$ cat config.mk
export PLATFORM = sky130hd
export DESIGN_NAME = fast_stop_bit_framer
export DESIGN_NICKNAME = d
export VERILOG_FILES = /design/src/rtl/fast_stop_bit_framer.sv
export SDC_FILE = /design/constraint.sdc
export NUM_CORES = 1
export LEC_CHECK = 0
export CAP_MARGIN = 10
export CORE_MARGIN = 2
export CORE_UTILIZATION = 51
export DETAILED_ROUTE_END_ITERATION = 8
export GPL_TIMING_DRIVEN = 0
export PLACE_DENSITY = 0.9
export SYNTH_ARGS = -nofsm -noshare
export SYNTH_HDL_FRONTEND = slang
export SYNTH_SLANG_ARGS = --single-unit
$ cat constraint.sdc
create_clock -name clk -period 3.08 [get_ports clk]
set_input_delay 0.462 -clock clk [delete_from_list [all_inputs] [get_ports clk]]
set_output_delay 0.462 -clock clk [all_outputs]
set_load 0.005 [all_outputs]
$ cat src/rtl/fast_stop_bit_framer.sv
// rtl/fast_stop_bit_framer.sv - byte-serial FAST stop-bit framer feeding round-robin field lanes
// Each payload byte contributes 7 data bits; bit 7 marks the last byte of a field.
module fast_stop_bit_framer #(
   parameter int beat_width = 64,
   parameter int sup_paths  = 4
) (
   input  logic                                 clk,
   input  logic                                 rstn,
   input  logic                                 new_message,
   input  logic [beat_width-1:0]                beat_in,
   input  logic [$clog2(beat_width/8+1)-1:0]    beat_bytes,
   input  logic                                 beat_valid,
   output logic                                 beat_ready,
   output logic [beat_width+1:0]                dins [sup_paths],
   output logic [sup_paths-1:0]                 field_valids,
   output logic [sup_paths-1:0]                 field_complete
);
   localparam int nbytes  = beat_width / 8;
   localparam int rw      = $clog2(nbytes + 1);
   localparam int iw      = (nbytes > 1) ? $clog2(nbytes) : 1;
   localparam int cnt_lim = (beat_width + 6) / 7;
   localparam int cw      = $clog2(cnt_lim + 2);
   localparam int lw      = (sup_paths > 1) ? $clog2(sup_paths) : 1;

   logic [beat_width-1:0] buf_q;
   logic [rw-1:0]         rem_q;
   logic [iw-1:0]         idx_q;
   logic [lw-1:0]         lane_ptr;
   logic                  pmap_pending;
   logic [cw-1:0]         cnt_q [sup_paths];

   logic [7:0]            cur_byte;
   logic                  proc;
   logic                  lane_open;
   logic                  abort;
   logic                  start;
   logic [beat_width+1:0] cur;
   logic [beat_width-1:0] nxt_val;
   logic [cw-1:0]         nxt_cnt;
   logic                  nxt_ovf;
   logic                  nxt_pm;
   logic [lw-1:0]         nxt_ptr;

   assign beat_ready = (rem_q == rw'(0)) || (rem_q == rw'(1));
   assign proc       = (rem_q != rw'(0));

   // A field is open only between its first byte and its stop byte; a lane
   // sitting in its complete cycle is free to start the next field.
   always_comb begin
      cur_byte  = buf_q[{idx_q, 3'b000} +: 8];
      lane_open = field_valids[lane_ptr] && !field_complete[lane_ptr];
      abort     = new_message && lane_open;
      start     = !lane_open || new_message;
      cur       = dins[lane_ptr];
      if (start) begin
         nxt_val = {{(beat_width-7){1'b0}}, cur_byte[6:0]};
         nxt_cnt = cw'(1);
         nxt_ovf = 1'b0;
         nxt_pm  = pmap_pending | new_message;
      end else begin
         nxt_val = {cur[beat_width-8:0], cur_byte[6:0]};
         nxt_cnt = (cnt_q[lane_ptr] == cw'(cnt_lim + 1)) ? cnt_q[lane_ptr]
                                                          : cnt_q[lane_ptr] + 1'b1;
         nxt_ovf = cur[beat_width];
         nxt_pm  = cur[beat_width+1];
      end
      if (nxt_cnt > cw'(cnt_lim)) begin
         nxt_ovf = 1'b1;
      end
      nxt_ptr = (lane_ptr == lw'(sup_paths - 1)) ? '0 : lane_ptr + 1'b1;
   end

   always_ff @(posedge clk or negedge rstn) begin
      if (!rstn) begin
         buf_q          <= '0;
         rem_q          <= '0;
         idx_q          <= '0;
         lane_ptr       <= '0;
         pmap_pending   <= 1'b0;
         field_valids   <= '0;
         field_complete <= '0;
         for (int l = 0; l < sup_paths; l++) begin
            dins[l]  <= '0;
            cnt_q[l] <= '0;
         end
      end else begin
         if (proc) begin
            idx_q <= idx_q + 1'b1;
            rem_q <= rem_q - 1'b1;
         end
         // A new beat may land on the same edge the last old byte drains.
         if (beat_valid && beat_ready) begin
            buf_q <= beat_in;
            rem_q <= beat_bytes;
            idx_q <= '0;
         end
         if (new_message) begin
            pmap_pending <= 1'b1;
         end
         for (int l = 0; l < sup_paths; l++) begin
            field_complete[l] <= 1'b0;
            if (field_complete[l]) begin
               field_valids[l] <= 1'b0;
            end
         end
         if (abort && !proc) begin
            field_valids[lane_ptr] <= 1'b0;
            dins[lane_ptr]         <= '0;
            cnt_q[lane_ptr]        <= '0;
         end
         if (proc) begin
            field_valids[lane_ptr] <= 1'b1;
            dins[lane_ptr]         <= {nxt_pm, nxt_ovf, nxt_val};
            cnt_q[lane_ptr]        <= nxt_cnt;
            if (start) begin
               pmap_pending <= 1'b0;
            end
            if (cur_byte[7]) begin
               field_complete[lane_ptr] <= 1'b1;
               lane_ptr                 <= nxt_ptr;
            end
         end
      end
   end
endmodule
Word-level counts from Yosys, hierarchy flattened
Cells that the tools add are included.
{"block": "op_classes", "n_addsub": 4, "magnitude_cmp": 5, "eq_ne": 3, "shifts": 1, "n_mux": 44, "n_bitwise": 9, "reduce_logical": 15}
{"operator": "2-to-1 mux 264 bit", "count": 2}
{"operator": "bitwise AND 264 bit", "count": 1}
{"operator": "bitwise mux 264 bit", "count": 1}
{"operator": "inverter 264 bit", "count": 1}
{"operator": "2-to-1 mux 66 bit", "count": 3}
{"operator": "binary-select mux 66 bit (select 2 bit)", "count": 1}
{"operator": "demux 66 bit (select 2 bit)", "count": 1}
{"operator": "2-to-1 mux 64 bit", "count": 1}
{"operator": "indexed part select 64 x 7 -> 8 bit", "count": 1}
{"operator": "2-to-1 mux 4 bit", "count": 11}
{"operator": "2-to-1 mux 16 bit", "count": 2}
{"operator": "bitwise AND 16 bit", "count": 1}
{"operator": "bitwise mux 16 bit", "count": 1}
{"operator": "inverter 16 bit", "count": 1}
{"operator": "2-to-1 mux 1 bit", "count": 13}
{"operator": "binary-select mux 4 bit (select 2 bit)", "count": 1}
{"operator": "demux 4 bit (select 2 bit)", "count": 1}
{"operator": "logical AND 1 bit", "count": 6}
{"operator": "2-to-1 mux 3 bit", "count": 2}
{"operator": "adder 4 x 1 -> 4 bit (second input constant)", "count": 1}
{"operator": "bitwise AND 4 bit", "count": 1}
{"operator": "binary-select mux 1 bit (select 2 bit)", "count": 2}
{"operator": "equality test 4 x 1 -> 1 bit (second input constant)", "count": 1}
{"operator": "equality test 4 bit (second input constant)", "count": 1}
{"operator": "other kinds (21)", "count": 24}
{"block": "totals", "regBits": 362, "inputBits": 72, "out_inout_bits": 273, "wordCells": 96}

Depth between registers and ports, before layout
{"block": "logic_depth", "word_depth": 11, "depth_mapped": 10, "mapped_depth_nobuf": 7}

Worst setup path before layout
No wires, ideal clock.
{"block": "synth_path", "path_type": "register to register", "from": "reg lane_ptr[0]", "to": "reg dins[130] in the netlist's numbering", "setup_time_ns": 0.145, "arrival_ns": 2.457, "required_ns": 2.935, "slack_ns": 0.479, "stages_incl_launch_ff": 8, "n_path_buf": 1, "period_less_slack_ns": 2.601, "path_cell_list": "dfrtp_1 buf_4 mux4_2 ha_1 mux4_2 mux2_2 nor4_1 o41ai_1"}
{"block": "synth_between", "elab_chain_len": 11, "word_cells_on_any_way": 34, "cone_classes": "add/sub (1); order compare (3); eq/ne (1); mux (19); bitwise (3); reduce/logical (7)"}
{"element": "start, declared", "line": "28", "source": "logic [lw-1:0] lane_ptr;"}
{"element": "start signal, assigned", "line": "120", "source": "lane_ptr <= nxt_ptr;"}
{"element": "inverter 2 -> 3 bit (not written as such) or binary-select mux 1 bit (select 2 bit) (tied branches)"}
{"element": "binary-select mux 4 bit (select 2 bit) or 2-to-1 mux 1 bit (tied branches)", "line": "62, 63, 51"}
{"element": "2-to-1 mux 4 bit (not written as such) or logical NOT 1 bit (tied branches)", "line": "62, 63, 51"}
{"element": "2-to-1 mux 4 bit (not written as such) or logical AND 1 bit (tied branches)", "line": "62, 63, 51"}
{"element": "adder 4 x 1 -> 4 bit, or another cell as far along", "line": "63", "source": ": cnt_q[lane_ptr] + 1'b1;"}
{"element": "2-to-1 mux 4 bit or logical OR 1 bit (tied branches)", "line": "62, 53"}
{"element": "2-to-1 mux 4 bit", "line": "55", "source": "if (start) begin"}
{"element": "greater-than comparator 4 bit", "line": "67", "source": "if (nxt_cnt > cw'(cnt_lim)) begin"}
{"element": "2-to-1 mux 1 bit", "line": "67"}
{"element": "bitwise mux 264 bit", "line": "113", "source": "dins[lane_ptr] <= {nxt_pm, nxt_ovf, nxt_val};"}
{"element": "2-to-1 mux 264 bit *", "line": "111", "source": "if (proc) begin"}
{"element": "end signal, assigned by index", "line": "113"}
{"element": "end, declared", "line": "14", "source": "output logic [beat_width+1:0] dins [sup_paths],"}
Mark *: on every way between the ends. The rest lies on a longest branch, timed or not. The select of a mux whose other input is x is not followed.
A chain may end at the register's enable or synchronous reset.

Final worst setup path
{"block": "layout_path", "from": "reg rem_q[0]", "to": "reg dins[34] in the netlist's numbering"}
{"block": "layout_between", "elab_chain_len": 6}
{"element": "start, declared", "line": "26", "source": "logic [rw-1:0] rem_q;"}
{"element": "start signal, assigned", "line": "89", "source": "rem_q <= rem_q - 1'b1;"}
{"element": "start signal, assigned", "line": "94", "source": "rem_q <= beat_bytes;"}
{"element": "nonzero test 4 bit *", "line": "45", "source": "assign proc = (rem_q != rw'(0));"}
{"element": "logical NOT 1 bit", "line": "106", "source": "if (abort && !proc) begin"}
{"element": "logical AND 1 bit", "line": "106"}
{"element": "2-to-1 mux 264 bit", "line": "106"}
{"element": "bitwise mux 264 bit", "line": "113"}
{"element": "2-to-1 mux 264 bit *", "line": "111"}
Mark *: on every way between the ends. The rest lies on a longest branch, timed or not.

==> results.yml <==
cts:
  cts_setup_buffers: 0
  clockBufferDepth: 3
  cts_root_buffer: "clkbuf_16"
  clkTransAtPathRegs_ps: 60
  insertion_delay_ps: 530
  ctsHoldBuffers: 0
  numCtsBuffers: 38
  tritoncts: "done"
  clock_sinks: 362
  cts_htree_levels: 2
global_routing:
  antenna_found_initial: 0
  overflow: 0
  grt_pass1_vias: 13040
  grt_pass1_wl_um: 77830
  track_usage_pct: 32.07
  grt_max_degree: 133
power:
  pwr_density_cell_mw_per_mm2: 923.7
  fin_total_pwr_mw: 19.37
  peakVddDrop_v: 0.0005231
  p_leak_nw: 9.323
critical_path:
  slowest_stage: "or3b_2"
  endpoint_kind: "flop"
  cpPeakStageDelay_ps: 550
  cp-start-kind: "flop"
  cp_cell_sequence: "inv_1, ha_1, or3b_2, o21bai_4, nand2_1, clkbuf_1, buf_2, a22o_1"
  cp_top_family: "buffers and inverters"
  path_buf_inv: 3
  worstSetupPathType: "reg -> reg"
  crit_fanout: 10
  critPathRequiredTime_ps: 3540
  cp.arrival_ps: 3400
  r2r_setup_slack_ps: 140
synthesis:
  synth-seq-cells: 362
  synth.net_count: 1283
  seq_area_frac_synth_pct: 57.74
  synth-edff-count: 0
  synth_area_mm2: 0.01569
  syn_area_per_cell_um2: 13.04
  synthCells: 1203
  ys_warn_count: 0
  synth-main-ff-cell: "dfrtp_1"
  yosysUniqueCellTypes: 42
  async_reset_ff_share_pct: 100.0
floorplanning:
  io_pins: 345
  start_util_pct: 51.55
  rows: 64
  coreArea_mm2: 0.03043
  die_w_um: 179.4
  die-area_mm2: 0.03218
  die_h_um: 179.4
timing:
  finalCriticalPeriod_ps: 2941
  fin_skew_ps: 12.56
  maxSlewHeadroom_pct: 37.74
  worstMarginPinSlew_ps: 934.0
  hold_violations: 0
  rsz0062_at_grt: "false"
  setup_viol: 0
  clock.fmax_mhz: 340.0
  fin_crit_sh_pct: 95.50
  drv_slew: 0
drt:
  vias: 13010
  wl_per_cell_um: 25.69
  drt_iter0_drc: 1461
  drt-pass1-iter-count: 5
  drcViolationCount: 0
  ant_nets: 0
  wirelength_um: 51580
  viasPerCell: 6.481
layout:
  final_area_mm2: 0.02097
  mostFrequentLayoutCells: "362 x dfrtp_1, 343 x clkdlybuf4s50_1, 241 x a22o_1"
  nets: 1667
  drive_gt1_share_pct: 12.10
  layout_commonest_cell: "dfrtp_1"
  syn_to_final_growth_pct: 33.67
  n_antenna_cell: 0
  final_core_util_pct: 68.91
worst_hold_path:
  min_path_type: "in -> async"
placed_design:
  gp_congestion: 0.8815
  dp_hpwl_um: 35840
  placed_area_mm2: 0.01969
  port_buffers: 344
run_status:
  status: "finished, final reports clean"
flow_run:
  maxCapViolations: 0
report_power, final:
part / switching, mW / total (mW) / internal (mW) / leakage, nW
Clock: 1.89 / 4.67 / 2.78 / 0.617
Sequential: 0.906 / 6.75 / 5.84 / 4.87
Combinational: 4.61 / 7.95 / 3.34 / 3.83
Total: 7.41 / 19.4 / 12.0 / 9.32
cells by family after synthesis:
kind of cell	after synthesis	share of synthesized area (%)
AO/OA/AOI/OAI	313	17.02
XOR/XNOR	4	0.2234
adder cells (fa/ha/maj)	8	0.6381
buffers and inverters	108	2.815
flip-flops	362	57.74
multiplexers	95	12.66
AND/OR/NAND/NOR	313	8.901
routing by layer:
metal	track usage [%]	up-vias	share of wire, %	wire length, um
li1	-	5253	-	-
met1	42.70	6693	37	19150
met2	51.92	925	48	24960
met3	6.730	143	10	5256
met4	13.10	0	4.3	2205
met5	0	-	0	0
synthesized netlist by cell type, drive strengths merged (2+ instances only):
library cell,count,area [um2]
dfrtp,362,9059
a22o,241,2111
nand2,211,792.0
mux4,82,1851
clkbuf,67,251.5
nor2b,59,369.1
buf,34,163.9
o2bb2ai,30,262.8
nor2,15,56.30
and2,11,68.82
o21ai,11,55.05
mux2i,9,90.09
a21oi,8,40.04
ha,8,100.1
inv,7,26.27
nand2b,7,51.30
a21bo,4,40.04
mux2,4,45.04
o41ai,4,35.03
a211oi,3,22.52
a22oi,3,22.52
nor3,3,15.01
xnor2,3,26.28
nand3,2,10.01
o31ai,2,15.01
or2,2,12.51
sequential cells by signal (all words and copies together) (netlist names):
name            count
buf_q              64
rem_q               4
cnt_q              16
pmap_pending        1
lane_ptr            2
dins              264
idx_q               3
field_complete      4
field_valids        4
final timing paths:
path,startpoint,to,cells past startpoint
hold reg to reg,buf_q[2],buf_q[2],2
hold / removal,rstn,dins[258],1
setup reg to reg,rem_q[0],dins[34],8
setup / recovery,rem_q[0],dins[34],8
max in group asynchronous,rstn,dins[76],2
min in group clk,beat_in[53],buf_q[53],3
layout make-up:
class	instances	area, um2
Buffer	99	425.4
Multi-Input combinational cell	733	6200
Sequential cell	362	9059
Inverter	7	26.28
Tap cell	396	495.5
Fill cell	2059	9459
Clock inverter	9	141.4
Clock buffer	56	1120
Timing Repair Buffer	346	3503
through the flow:
step	hold WS, ps	instances	setup TNS [ps]	worst slack, ps
after floorplan	166.4	1203	0	478.8
after global placement	452.1	1943	-4792030	-13200
after detailed placement	459.5	1945	-21210	-226.8
after CTS	65.61	2009	0	14.58
after global routing	104.8	2008	0	20.90
final	24.96	2008	0	138.8
repair_timing:
action / in CTS / in global routing
gates resized for setup: 9 / 14
setup endpoints to repair: 136 / 97
hold endpoints to repair: 0 / 0
Note: power is estimated with default switching activity, not from simulation.
